`config.mk`:
```
export PLATFORM = sky130hd
export DESIGN_NAME = imem_port_arbiter_flat
export DESIGN_NICKNAME = d
export VERILOG_FILES = /design/src/rtl/imem_port_arbiter_if.sv /design/src/rtl/imem_port_arbiter.sv /design/src/flat_wrapper.sv
export SDC_FILE = /design/constraint.sdc
export NUM_CORES = 1
export LEC_CHECK = 0
export BUFFER_PORTS_ARGS = -buffer_cell sky130_fd_sc_hd__buf_2
export CAP_MARGIN = 10
export CORE_ASPECT_RATIO = 0.5
export CORE_UTILIZATION = 44
export CTS_BUF_LIST = sky130_fd_sc_hd__clkbuf_16
export CTS_CLUSTER_SIZE = 20
export DETAILED_ROUTE_END_ITERATION = 10
export MAX_ROUTING_LAYER = met4
export PLACE_DENSITY = 0.76
export SYNTH_ARGS = -nofsm -noshare
export SYNTH_HDL_FRONTEND = slang
export SYNTH_SLANG_ARGS = --single-unit
```
`constraint.sdc`:
```
create_clock -name clk -period 4.7 [get_ports clk]
set_clock_uncertainty 0.05 [all_clocks]
set_input_delay 0.235 -clock clk [delete_from_list [all_inputs] [get_ports clk]]
set_output_delay 0.235 -clock clk [all_outputs]
set_load 0.005 [all_outputs]
```
`src/rtl/imem_port_arbiter_if.sv`:
```
// ---------------------------------------------------------------------------
// imem_port_arbiter_if
// Bundles the fetch port, the load/store port, the shared memory port and
// the pipeline stall line of the instruction/data memory arbiter.
//   slave  modport : seen by the arbiter (takes requests, drives acks/mem_*)
//   master modport : seen by the pipeline stages and memory model
// Ports carried:
//   inst_req/inst_addr -> inst_ack/inst_rdata              fetch stage
//   data_req/data_we/data_addr/data_wdata -> data_ack/data_rdata   load/store
//   mem_ce/mem_we/mem_addr/mem_wdata -> mem_rdata          single-port memory
//   stall                                                  pipeline hold
// ---------------------------------------------------------------------------
interface imem_port_arbiter_if #(
    parameter int AW = 32,
    parameter int DW = 32
);
    logic          inst_req;
    logic [AW-1:0] inst_addr;
    logic          inst_ack;
    logic [DW-1:0] inst_rdata;
    logic          data_req;
    logic          data_we;
    logic [AW-1:0] data_addr;
    logic [DW-1:0] data_wdata;
    logic          data_ack;
    logic [DW-1:0] data_rdata;
    logic          mem_ce;
    logic          mem_we;
    logic [AW-1:0] mem_addr;
    logic [DW-1:0] mem_wdata;
    logic [DW-1:0] mem_rdata;
    logic          stall;

    modport slave (
        input  inst_req, inst_addr, data_req, data_we, data_addr, data_wdata, mem_rdata,
        output inst_ack, inst_rdata, data_ack, data_rdata,
        output mem_ce, mem_we, mem_addr, mem_wdata, stall
    );

    modport master (
        output inst_req, inst_addr, data_req, data_we, data_addr, data_wdata, mem_rdata,
        input  inst_ack, inst_rdata, data_ack, data_rdata,
        input  mem_ce, mem_we, mem_addr, mem_wdata, stall
    );
endinterface

```
`src/rtl/imem_port_arbiter.sv`:
```
// ---------------------------------------------------------------------------
// imem_port_arbiter
// Shares one single-port memory between instruction fetch and load/store.
// Each granted access is registered onto mem_*, held for LATENCY cycles, and
// completed with a one-cycle ack (plus registered read data) to its owner.
// A starvation counter forces a fetch grant after STARVE_LIMIT consecutive
// data grants made while a fetch was also waiting.
// Ports:
//   clk  : system clock, rising edge
//   rst  : asynchronous active-high reset
//   bus  : imem_port_arbiter_if.slave (fetch, load/store, memory, stall)
// ---------------------------------------------------------------------------
module imem_port_arbiter #(
    parameter int LATENCY      = 1,
    parameter int STARVE_LIMIT = 4,
    parameter int AW           = 32,
    parameter int DW           = 32
) (
    input  logic                 clk,
    input  logic                 rst,
    imem_port_arbiter_if.slave   bus
);

    typedef enum logic [0:0] {
        ST_IDLE = 1'b0,
        ST_BUSY = 1'b1
    } state_t;

    localparam logic [3:0] LAT_C   = 4'(LATENCY);
    localparam logic [3:0] LIMIT_C = 4'(STARVE_LIMIT);
    localparam logic       OWN_INST = 1'b0;
    localparam logic       OWN_DATA = 1'b1;

    state_t        r_state;
    state_t        w_state_nxt;
    logic          r_owner;
    logic [3:0]    r_wait_cnt;
    logic [3:0]    r_starve_cnt;
    logic          r_inst_ack;
    logic          r_data_ack;
    logic [DW-1:0] r_inst_rdata;
    logic [DW-1:0] r_data_rdata;
    logic          r_mem_ce;
    logic          r_mem_we;
    logic [AW-1:0] r_mem_addr;
    logic [DW-1:0] r_mem_wdata;

    logic          w_inst_elig;
    logic          w_data_elig;
    logic          w_both_elig;
    logic          w_grant;
    logic          w_grant_data;
    logic          w_done;

    // A requester still showing req during its own ack cycle is releasing it,
    // so it is not eligible for a fresh grant in that cycle.
    assign w_inst_elig = bus.inst_req & ~r_inst_ack;
    assign w_data_elig = bus.data_req & ~r_data_ack;
    assign w_both_elig = w_inst_elig & w_data_elig;

    // Arbitration and next-state decode.
    always_comb begin
        w_state_nxt  = r_state;
        w_grant      = 1'b0;
        w_grant_data = 1'b0;
        w_done       = 1'b0;
        case (r_state)
            ST_IDLE: begin
                if (w_both_elig) begin
                    w_grant      = 1'b1;
                    w_grant_data = (r_starve_cnt < LIMIT_C);
                    w_state_nxt  = ST_BUSY;
                end else if (w_data_elig) begin
                    w_grant      = 1'b1;
                    w_grant_data = 1'b1;
                    w_state_nxt  = ST_BUSY;
                end else if (w_inst_elig) begin
                    w_grant      = 1'b1;
                    w_grant_data = 1'b0;
                    w_state_nxt  = ST_BUSY;
                end else begin
                    w_state_nxt  = ST_IDLE;
                end
            end
            ST_BUSY: begin
                if (r_wait_cnt == 4'd1) begin
                    w_done      = 1'b1;
                    w_state_nxt = ST_IDLE;
                end else begin
                    w_state_nxt = ST_BUSY;
                end
            end
            default: begin
                w_state_nxt = ST_IDLE;
            end
        endcase
    end

    // State register.
    always_ff @(posedge clk or posedge rst) begin
        if (rst) begin
            r_state <= ST_IDLE;
        end else begin
            r_state <= w_state_nxt;
        end
    end

    // Memory port, wait/starve counters, acks and read-data registers.
    always_ff @(posedge clk or posedge rst) begin
        if (rst) begin
            r_owner      <= OWN_INST;
            r_wait_cnt   <= 4'd0;
            r_starve_cnt <= 4'd0;
            r_inst_ack   <= 1'b0;
            r_data_ack   <= 1'b0;
            r_inst_rdata <= '0;
            r_data_rdata <= '0;
            r_mem_ce     <= 1'b0;
            r_mem_we     <= 1'b0;
            r_mem_addr   <= '0;
            r_mem_wdata  <= '0;
        end else begin
            // Acks are single-cycle pulses unless re-asserted below.
            r_inst_ack <= 1'b0;
            r_data_ack <= 1'b0;
            if (w_grant) begin
                r_owner    <= w_grant_data ? OWN_DATA : OWN_INST;
                r_mem_ce   <= 1'b1;
                r_mem_we   <= w_grant_data & bus.data_we;
                r_mem_addr <= w_grant_data ? bus.data_addr : bus.inst_addr;
                r_mem_wdata <= w_grant_data ? bus.data_wdata : '0;
                r_wait_cnt <= LAT_C;
                // Only a data win over a waiting fetch counts toward starvation;
                // the limit check in arbitration keeps the count saturated.
                if (!w_grant_data) begin
                    r_starve_cnt <= 4'd0;
                end else if (w_both_elig) begin
                    r_starve_cnt <= r_starve_cnt + 4'd1;
                end else begin
                    r_starve_cnt <= r_starve_cnt;
                end
            end else if (w_done) begin
                r_mem_ce   <= 1'b0;
                r_mem_we   <= 1'b0;
                r_wait_cnt <= 4'd0;
                if (r_owner == OWN_DATA) begin
                    r_data_ack <= 1'b1;
                    if (!r_mem_we) begin
                        r_data_rdata <= bus.mem_rdata;
                    end else begin
                        r_data_rdata <= r_data_rdata;
                    end
                end else begin
                    r_inst_ack   <= 1'b1;
                    r_inst_rdata <= bus.mem_rdata;
                end
            end else if (r_state == ST_BUSY) begin
                r_wait_cnt <= r_wait_cnt - 4'd1;
            end else begin
                r_wait_cnt <= r_wait_cnt;
            end
        end
    end

    assign bus.inst_ack   = r_inst_ack;
    assign bus.inst_rdata = r_inst_rdata;
    assign bus.data_ack   = r_data_ack;
    assign bus.data_rdata = r_data_rdata;
    assign bus.mem_ce     = r_mem_ce;
    assign bus.mem_we     = r_mem_we;
    assign bus.mem_addr   = r_mem_addr;
    assign bus.mem_wdata  = r_mem_wdata;
    // Hold the pipeline while either stage has an outstanding request.
    assign bus.stall      = (bus.inst_req & ~r_inst_ack) | (bus.data_req & ~r_data_ack);

endmodule

```
`src/flat_wrapper.sv`:
```
// flat-port wrapper written by rule: the top's interface ports become plain ports
module imem_port_arbiter_flat 
#(
    parameter int LATENCY      = 1,
    parameter int STARVE_LIMIT = 4,
    parameter int AW           = 32,
    parameter int DW           = 32
)
  (clk, rst, bus_inst_req, bus_inst_addr, bus_data_req, bus_data_we, bus_data_addr, bus_data_wdata, bus_mem_rdata, bus_inst_ack, bus_inst_rdata, bus_data_ack, bus_data_rdata, bus_mem_ce, bus_mem_we, bus_mem_addr, bus_mem_wdata, bus_stall);
  imem_port_arbiter_if #(.AW(AW), .DW(DW)) bus_i ();
  input  logic clk;
  input  logic rst;
  input wire logic [$bits(bus_i.inst_req)-1:0] bus_inst_req;
  input wire logic [$bits(bus_i.inst_addr)-1:0] bus_inst_addr;
  input wire logic [$bits(bus_i.data_req)-1:0] bus_data_req;
  input wire logic [$bits(bus_i.data_we)-1:0] bus_data_we;
  input wire logic [$bits(bus_i.data_addr)-1:0] bus_data_addr;
  input wire logic [$bits(bus_i.data_wdata)-1:0] bus_data_wdata;
  input wire logic [$bits(bus_i.mem_rdata)-1:0] bus_mem_rdata;
  output wire logic [$bits(bus_i.inst_ack)-1:0] bus_inst_ack;
  output wire logic [$bits(bus_i.inst_rdata)-1:0] bus_inst_rdata;
  output wire logic [$bits(bus_i.data_ack)-1:0] bus_data_ack;
  output wire logic [$bits(bus_i.data_rdata)-1:0] bus_data_rdata;
  output wire logic [$bits(bus_i.mem_ce)-1:0] bus_mem_ce;
  output wire logic [$bits(bus_i.mem_we)-1:0] bus_mem_we;
  output wire logic [$bits(bus_i.mem_addr)-1:0] bus_mem_addr;
  output wire logic [$bits(bus_i.mem_wdata)-1:0] bus_mem_wdata;
  output wire logic [$bits(bus_i.stall)-1:0] bus_stall;
  assign bus_i.inst_req = bus_inst_req;
  assign bus_i.inst_addr = bus_inst_addr;
  assign bus_i.data_req = bus_data_req;
  assign bus_i.data_we = bus_data_we;
  assign bus_i.data_addr = bus_data_addr;
  assign bus_i.data_wdata = bus_data_wdata;
  assign bus_i.mem_rdata = bus_mem_rdata;
  assign bus_inst_ack = bus_i.inst_ack;
  assign bus_inst_rdata = bus_i.inst_rdata;
  assign bus_data_ack = bus_i.data_ack;
  assign bus_data_rdata = bus_i.data_rdata;
  assign bus_mem_ce = bus_i.mem_ce;
  assign bus_mem_we = bus_i.mem_we;
  assign bus_mem_addr = bus_i.mem_addr;
  assign bus_mem_wdata = bus_i.mem_wdata;
  assign bus_stall = bus_i.stall;
  imem_port_arbiter #(.LATENCY(LATENCY), .STARVE_LIMIT(STARVE_LIMIT), .AW(AW), .DW(DW)) u_core (.clk(clk), .rst(rst), .bus(bus_i));
endmodule
```
# Yosys cells after proc, flatten, opt, wreduce, memory -nomap -nowiden
# Index checks and enable logic that the tools add are counted.
[totals]
register_bits = 142
elab_cells = 61
[op_classes]
n_addsub = 2
order_cmp = 1
n_eq_ne = 2
n_mux = 28
n_bitwise = 11
reduce_logical = 5
[op_table]
columns = ["operator", "count"]
rows = [
  ["$mux 32", 2],
  ["$mux 1", 20],
  ["$mux 4", 5],
  ["$not 1->1", 6],
  ["$add 4x1->4 const B", 1],
  ["$and 1x1->1", 4],
  ["$eq 4x1->1 const B", 1],
  ["$lt 4x3->1 const B", 1],
  ["$reduce_and 4->1", 1],
  ["$sub 4x1->4 const B", 1],
  ["$reduce_and 3->1", 1],
  ["$reduce_bool 3->1", 1],
  ["$ne 2x1->1 const B", 1],
  ["$pmux 1 s2", 1],
  ["$reduce_and 2->1", 1],
  ["$reduce_bool 2->1", 1],
  ["$or 1x1->1", 1],
]

# Depth between registers and ports, before layout
# Gate-level depths: netlist of run 1.
[depth]
word_depth = 8
mapped_depth = 6
mapped_depth_nobuf = 6

# Worst setup path after synthesis of run 1
# OpenSTA, ideal clock, no wires.
[synth_timing]
path_type = "flip-flop to flip-flop"
start = "register u_core.r_wait_cnt[1]"
end = "register u_core.r_inst_rdata[10], in the netlist u_core.bus.inst_rdata[10]"
arrival_ps = 1553
required_ps = 4525
setup_slack_ps = 2972
path_stages_with_launch = 7
path_buffers = 1
path_cell_list = "dfrtp_1 inv_1 ha_1 nand4bb_1 nor2_2 buf_2 mux2_2"
[synth_via]
elab_chain_cells = 4
[synth_lines]
columns = ["item", "line", "source"]
rows = [
  ["start: declaration", "imem_port_arbiter.sv:37", "logic [3:0] r_wait_cnt;"],
  ["start signal: assignment", "imem_port_arbiter.sv:158", "r_wait_cnt <= r_wait_cnt - 4'd1;"],
  ["start signal: assignment", "imem_port_arbiter.sv:160", "r_wait_cnt <= r_wait_cnt;"],
  ["$eq 4x1->1", "imem_port_arbiter.sv:86", "if (r_wait_cnt == 4'd1) begin"],
  ["$mux 1", "imem_port_arbiter.sv:86", ""],
  ["$mux 1", "imem_port_arbiter.sv:67", "case (r_state)"],
  ["$reduce_and 3->1 (no line)", "n/a", ""],
  ["end signal: assignment", "imem_port_arbiter.sv:155", "r_inst_rdata <= bus.mem_rdata;"],
  ["end: declaration", "imem_port_arbiter.sv:41", "logic [DW-1:0] r_inst_rdata;"],
]
# Every way passes these cells.
# A chain may end at the register's enable or synchronous reset.

# Worst setup path after layout of run 1
[layout_timing]
start = "register u_core.r_state"
end = "register u_core.r_inst_rdata[25], in the netlist u_core.bus.inst_rdata[25]"
[layout_via]
elab_chain_cells = 3
word_cells_on_any_way = 4
cone_classes = "mux (2); bitwise (1); reduce/logical (1)"
[layout_lines]
columns = ["item", "line", "source"]
rows = [
  ["start: declaration", "imem_port_arbiter.sv:34", "state_t r_state;"],
  ["start signal: assignment", "imem_port_arbiter.sv:104", "r_state <= w_state_nxt;"],
  ["$mux 1", "imem_port_arbiter.sv:67", ""],
  ["$not 1->1 (no line)", "n/a", ""],
  ["$reduce_and 3->1 (no line) *", "n/a", ""],
]
# Mark *: on every way between the ends. The rest lies on a longest branch, timed or not.

==> results.cfg, run 1 <==
[setup_path]
r2r_slack_ns = 2.26
startpoint = u_core.r_state$_DFF_PP0_
startpoint_type = flip-flop
crit_type = flip-flop to flip-flop
cp-end-kind = flip-flop
rr_endpoint = u_core.bus.inst_rdata[25]$_DFFE_PP0P_
worst_ep_required_time_ns = 4.93
worstReg2RegStart = u_core.r_state$_DFF_PP0_
arrival_ns = 2.67
r2r_cells = 3
cp-endpoint = u_core.bus.inst_rdata[25]$_DFFE_PP0P_
critPathMaxFanout = 33

[synthesis]
synth_area_leaders = dfrtp_1 63%, mux2_2 13%, mux2i_1 5.9%
syn-num-nets = 541
synth.top_cell.area_share = 0.633
ys_seq_area_frac = 0.633
yosysTopAreaCell = dfrtp_1
ys_types = 31
yosys_warnings = 0
syn_inst = 405
synth.cell_area_um2 = 5620
syn_area_per_cell_um2 = 13.9
synth-seq-cells = 142

[detailed_routing]
wl_met2_um = 6850
wl_per_cell_um = 15.2
drt-initial-drc-count = 218
ant_nets = 0
wl_met3_um = 476
via_per_inst = 4.94
vias = 4259
routed_wl_um = 13100
dr.max_layer_used = met4
routedLengthMet1_um = 5520
drc = 0
firstDrtPassIters = 4

[clock_network]
postCtsSetupBuffers = 0
tritoncts.num_buffers = 17
cts.clk_slew.worst_paths_ns = 0.06
h-tree-depth = 4
ctsHoldBuffers = 14
cts.sinks = 142
clockBufferDepth = 2
cts.repair.resized = 0
cts_tree = yes
clk_latency_ns = 0.40
clock-root-buffer = clkbuf_16

[place]
place_congestion = 0.787
dp_hpwl_um = 9030
place_inst = 817
port_buffers = 265

[global_route]
grt_usage = 0.200
grt_pass1_wl_um = 20100
antenna_found_initial = 0
grt_max_degree = 97
grt_pass1_vias = 4093
grt-ovfl-total = 0

[sta]
hold_violations = 51
slew_headroom = 0.373
worst_slew_pin_slew_ns = 0.938
fin_crit_ns = 2.44
fmax_ghz = 0.409
setup_violations = 0
whs_ns = -0.0213
final_max_slew_viol_count = 0
fin_tns_setup_ns = 0
timing.final.crit_share = 0.520
rsz0062_at_grt = false

[die]
ios = 266
start_util = 0.463
die_w_um = 162
core_area_um2 = 12100
fp.dieH_um = 81.9
rows = 28
die-area_um2 = 13200

[layout]
final_nets = 822
antennaDiodeCount = 0
multi_input_area_um2 = 1920
drive_gt1_frac = 0.528
area_growth_syn_to_layout_pct = 38.9
stdcell_count = 862
final_util = 0.644
seqCellArea_um2 = 3550
n_fill_cell = 966

[job]
maxCapViolCount = 0

[power]
cellLeakagePower_nw = 3.86
irDropWorstVdd_mv = 0.313
pwr_density_cell_nw_per_um2 = 655

[outcome]
status = complete, but fails checks
violations = hold timing

[worst_hold_path]
min_path_type = primary input to asynchronous set/reset pin
-- metrics by stage --
| stage | total power, W | setup slack, ns | cell area (um2) |
|---|---|---|---|
| 2_1_floorplan | 0.00303 | 0.605 | 5620 |
| 3_3_place_gp | 0.00376 | 2.34 | 7080 |
| 3_5_place_dp | 0.00383 | 2.26 | 7080 |
| 4_1_cts | 0.00516 | 2.25 | 7790 |
| 5_1_grt | 0.00544 | 2.11 | 7800 |
| 6_report | 0.00511 | 2.26 | 7800 |
-- sequential cells by signal, indices dropped and copies added, names as in the netlist --
name / count
u_core.bus.data_rdata: 32
u_core.bus.inst_rdata: 32
u_core.r_state: 1
u_core.bus.mem_we: 1
u_core.r_wait_cnt: 4
u_core.bus.mem_wdata: 32
u_core.r_owner: 1
u_core.bus.mem_ce: 1
u_core.r_starve_cnt: 4
u_core.bus.mem_addr: 32
u_core.bus.data_ack: 1
u_core.bus.inst_ack: 1
-- worst max-delay path, cell delays in order, from the launching register on --
cell,delay [ns]
dfrtp_1,0.70
nand4bb_1,0.33
nor2_4,0.79
mux2_2,0.42
-- how the worst min path moves through the flow --
stage,from,endpoint,slack (ns),depth (start not counted)
2_1_floorplan,bus_data_we,u_core.bus.mem_we$_DFFE_PP0P_,0.32,1
3_3_place_gp,bus_data_wdata[11],u_core.bus.mem_wdata[11]$_DFFE_PP0P_,0.41,2
3_5_place_dp,bus_data_wdata[1],u_core.bus.mem_wdata[1]$_DFFE_PP0P_,0.41,2
4_1_cts,rst,u_core.bus.mem_addr[2]$_DFFE_PP0P_,0.001,2
5_1_grt,bus_data_wdata[16],u_core.bus.mem_wdata[16]$_DFFE_PP0P_,0.002,2
6_report,rst,u_core.bus.mem_addr[9]$_DFFE_PP0P_,-0.02,2
-- layout make-up --
type	count	share of cell area
Sequential cell	142	0.455
Multi-Input combinational cell	234	0.246
Timing Repair Buffer	286	0.195
Clock buffer	17	0.0545
Tap cell	165	0.0265
Clock inverter	13	0.0191
Inverter	5	0.00305
-- where the power goes --
group	switching, W	internal [W]
sequential	0.000309	0.00180
combinational	0.000746	0.000947
clock	0.000486	0.000822
-- cell usage after synthesis (all sizes together) --
library cell	count
and4bb	1
nor3	1
nand4bb	1
nand2	4
nand3b	2
nand3	2
dfrtp	142
a22o	34
o21a	2
a211oi	1
o31a	1
o21ai	2
o2bb2ai	1
ha	3
and2	1
a21o	2
clkbuf	8
buf	16
nor3b	1
inv	5
nand2b	3
a21oi	36
a32o	1
mux2i	33
mux2	64
or2	1
nor2	36
nor2b	1
-- cells in the final DEF (no fill, tap or decap), types with 3 or more instances in the layout --
master | synthesis | layout
a21oi_1 | 36 | 35
a22o_1 | 34 | 34
buf_2 | 11 | 265
buf_4 | 1 | 6
bufinv_16 | 0 | 3
clkbuf_16 | 0 | 17
clkinv_2 | 0 | 4
clkinvlp_4 | 0 | 3
dfrtp_1 | 142 | 142
dlygate4sd3_1 | 0 | 15
ha_1 | 3 | 3
inv_1 | 5 | 4
mux2_2 | 64 | 64
mux2i_1 | 33 | 33
nand2_1 | 4 | 4
nand2b_1 | 3 | 3
nor2_1 | 35 | 35
-- layer usage --
metal | GRT usage | vias up
li1 | - | 2008
met1 | 0.237 | 2106
met2 | 0.345 | 117
met3 | 0.0313 | 28
met4 | 0.0887 | 0
met5 | - | -
-- cells by family after synthesis --
family,share of synthesized area
and+or+nand+nor,0.0448
adders and majority gates,0.00669
AOI/OAI and AO/OA,0.101
muxes,0.187
buffers and inverters,0.0279
DFF,0.633
Power figures use the tool's default switching activity.
==> run 2: changes to the inputs <==
--- a/config.mk
+++ b/config.mk
@@ -8,7 +8,7 @@
 export BUFFER_PORTS_ARGS = -buffer_cell sky130_fd_sc_hd__buf_2
 export CAP_MARGIN = 10
 export CORE_ASPECT_RATIO = 0.5
-export CORE_UTILIZATION = 44
+export CORE_UTILIZATION = 42
 export CTS_BUF_LIST = sky130_fd_sc_hd__clkbuf_16
 export CTS_CLUSTER_SIZE = 20
 export DETAILED_ROUTE_END_ITERATION = 10
==> constraint.sdc (replaced) <==
create_clock -name clk -period 2.2 [get_ports clk]
set_clock_uncertainty 0.05 [all_clocks]
set_input_delay 0.11 -clock clk [delete_from_list [all_inputs] [get_ports clk]]
set_output_delay 0.11 -clock clk [all_outputs]
set_load 0.005 [all_outputs]
==> run 2 against run 1 <==
The run ends with DRC left. Critical path type unchanged. Worst setup slack worse by 1.9 ns. Combinational power is 140% higher. Via count is 17% higher. Sequential power is 120% higher. Critical endpoint is now u_core.bus.data_rdata[22]$_DFFE_PP0P_. Sequential share of layout area is 6.6 points lower. Global-route usage is 5.7 points higher. Hold slack better by 0.027 ns. Clock power is 130% higher. Largest power group unchanged. Sequential cell count stayed put. Highest routed layer unchanged. Core utilization is 6.6 points higher. Power is 130% higher. Routed wire length is 28% higher.
==> results.cfg, run 2 (same netlist as run 1, synthesis figures left out) <==
[outcome]
status = complete, but fails checks
violations = DRC

[clock_network]
h-tree-depth = 4
cts.sinks = 142
cts.repair.resized = 0
tritoncts.num_buffers = 17
clk_latency_ns = 0.40
cts_tree = yes
clockBufferDepth = 2
cts.clk_slew.worst_paths_ns = 0.06
clock-root-buffer = clkbuf_16

[sta]
fin_crit_ns = 1.88
fin_tns_setup_ns = 0
rsz0062_at_grt = false
worst_slew_pin_slew_ns = 0.810
whs_ns = 0.00613
setup_violations = 0
final_max_slew_viol_count = 0
slew_headroom = 0.459
fmax_ghz = 0.532
timing.final.crit_share = 0.854
hold_violations = 0

[global_route]
antenna_found_initial = 1
grt_usage = 0.257
grt_pass1_vias = 5363
grt-ovfl-total = 0
grt_pass1_wl_um = 26300
grt_max_degree = 65

[layout]
layout_common_cells = 265 x buf_2, 142 x dfrtp_1, 129 x dlygate4sd3_1, 64 x mux2_2
final_nets = 943
final_common_cell = buf_2
area_growth_syn_to_layout_pct = 62.4
drive_gt1_frac = 0.455
design_area_um2 = 9120

[place]
place_congestion = 0.771
dp_hpwl_um = 9660
post_dp_cell_area_um2 = 7220
port_buffers = 265

[setup_path]
critical-path-max-stage-delay_ns = 0.41
crit_type = flip-flop to flip-flop
path_depth = 5
arrival_ns = 2.11
cp_num_buf_inv = 1
cp-end-kind = flip-flop
r2r_cells = 5
r2r_slack_ns = 0.32
crit_family = simple AND/OR/NAND/NOR gates
crit_chain = ha_1 -> and4bb_2 -> nand3b_1 -> buf_4 -> mux2_2
critPathMaxFanout = 16
startpoint_type = flip-flop
worst_ep_required_time_ns = 2.43
crit_slowest_cell = dfrtp_1

[detailed_routing]
wl_per_cell_um = 17.0
drc = 26
vias = 4988
via_per_inst = 5.04
routed_wl_um = 16800
ant_nets = 0
drt-initial-drc-count = 256
firstDrtPassIters = 9

[die]
fp.dieH_um = 83.8
rows = 29
start_util = 0.437
core_area_um2 = 12800
die_w_um = 166
die-area_um2 = 13900
ios = 266

[power]
power_w = 0.0115
power.switching_w = 0.00354
cellLeakagePower_nw = 4.42
p_int_w = 0.00796
combPwrFrac = 0.348
p_seq_frac = 0.394
pwr_density_cell_nw_per_um2 = 1260
clkPwrFrac = 0.258
irDropWorstVdd_mv = 0.610
sw_frac_of_total = 0.308

[worst_hold_path]
min_path_type = primary input to flip-flop
hold-path-cell-count = 3

[job]
maxCapViolCount = 0
run 2: cell count changes in the layout (fill, tap and decap cells not counted), moves of 2 or more:
cell / change
dlygate4sd3_1: +114
inv_1: +3
clkinv_4: +2
clkinv_2: -3
buf_12: +7
run 2: routing by layer:
layer	vias up	GRT usage	wire [um]
met4	0	0.159	835
met1	2462	0.270	6420
met2	191	0.452	8850
met5	-	-	0
li1	2255	-	-
met3	80	0.0422	696
run 2: power groups by stage:
stage | combinational, W | sequential, W | clock, W
after floorplan | 0.00189 | 0.00459 | 0
after global placement | 0.00366 | 0.00447 | 0
after detailed placement | 0.00378 | 0.00452 | 0
after CTS | 0.00396 | 0.00450 | 0.00301
after global routing | 0.00437 | 0.00468 | 0.00314
final | 0.00400 | 0.00454 | 0.00296
run 2: final cells by class:
type	instances	area [um2]
Clock buffer	17	425
Tap cell	170	213
Timing Repair Buffer	407	2800
Inverter	5	22.5
Antenna cell	1	2.50
Clock inverter	14	178
Multi-Input combinational cell	234	1920
Fill cell	848	3730
Sequential cell	142	3550
run 2: final timing paths:
kind                                               startpoint                               endpoint
min                                          bus_data_addr[4]     u_core.bus.mem_addr[4]$_DFFE_PP0P_
min in group asynchronous                                 rst  u_core.bus.inst_rdata[20]$_DFFE_PP0P_
min reg2reg                u_core.r_starve_cnt[0]$_DFFE_PP0P_     u_core.r_starve_cnt[0]$_DFFE_PP0P_
max in group asynchronous                                 rst  u_core.bus.inst_rdata[31]$_DFFE_PP0P_
max reg2reg                  u_core.r_wait_cnt[0]$_DFFE_PP0P_  u_core.bus.data_rdata[22]$_DFFE_PP0P_
max                          u_core.r_wait_cnt[0]$_DFFE_PP0P_  u_core.bus.data_rdata[22]$_DFFE_PP0P_
run 2: what timing repair did:
| action | in CTS | in global routing |
|---|---|---|
| hold endpoints to repair | 159 | 0 |
| buffers inserted | 0 | 0 |
| hold buffers | 129 | 0 |
run 2: worst min-delay path: stages:
cell	delay, ns
buf_2	0.09
mux2i_1	0.06
a21oi_1	0.15
run 2: per-stage QoR:
step | setup slack, ns | instances | utilization
final | 0.322 | 990 | 0.710
after global routing | 0.248 | 990 | 0.710
after CTS | 0.320 | 989 | 0.710
after detailed placement | 0.353 | 829 | 0.562
after global placement | 0.403 | 829 | 0.562
after floorplan | 0.263 | 405 | -
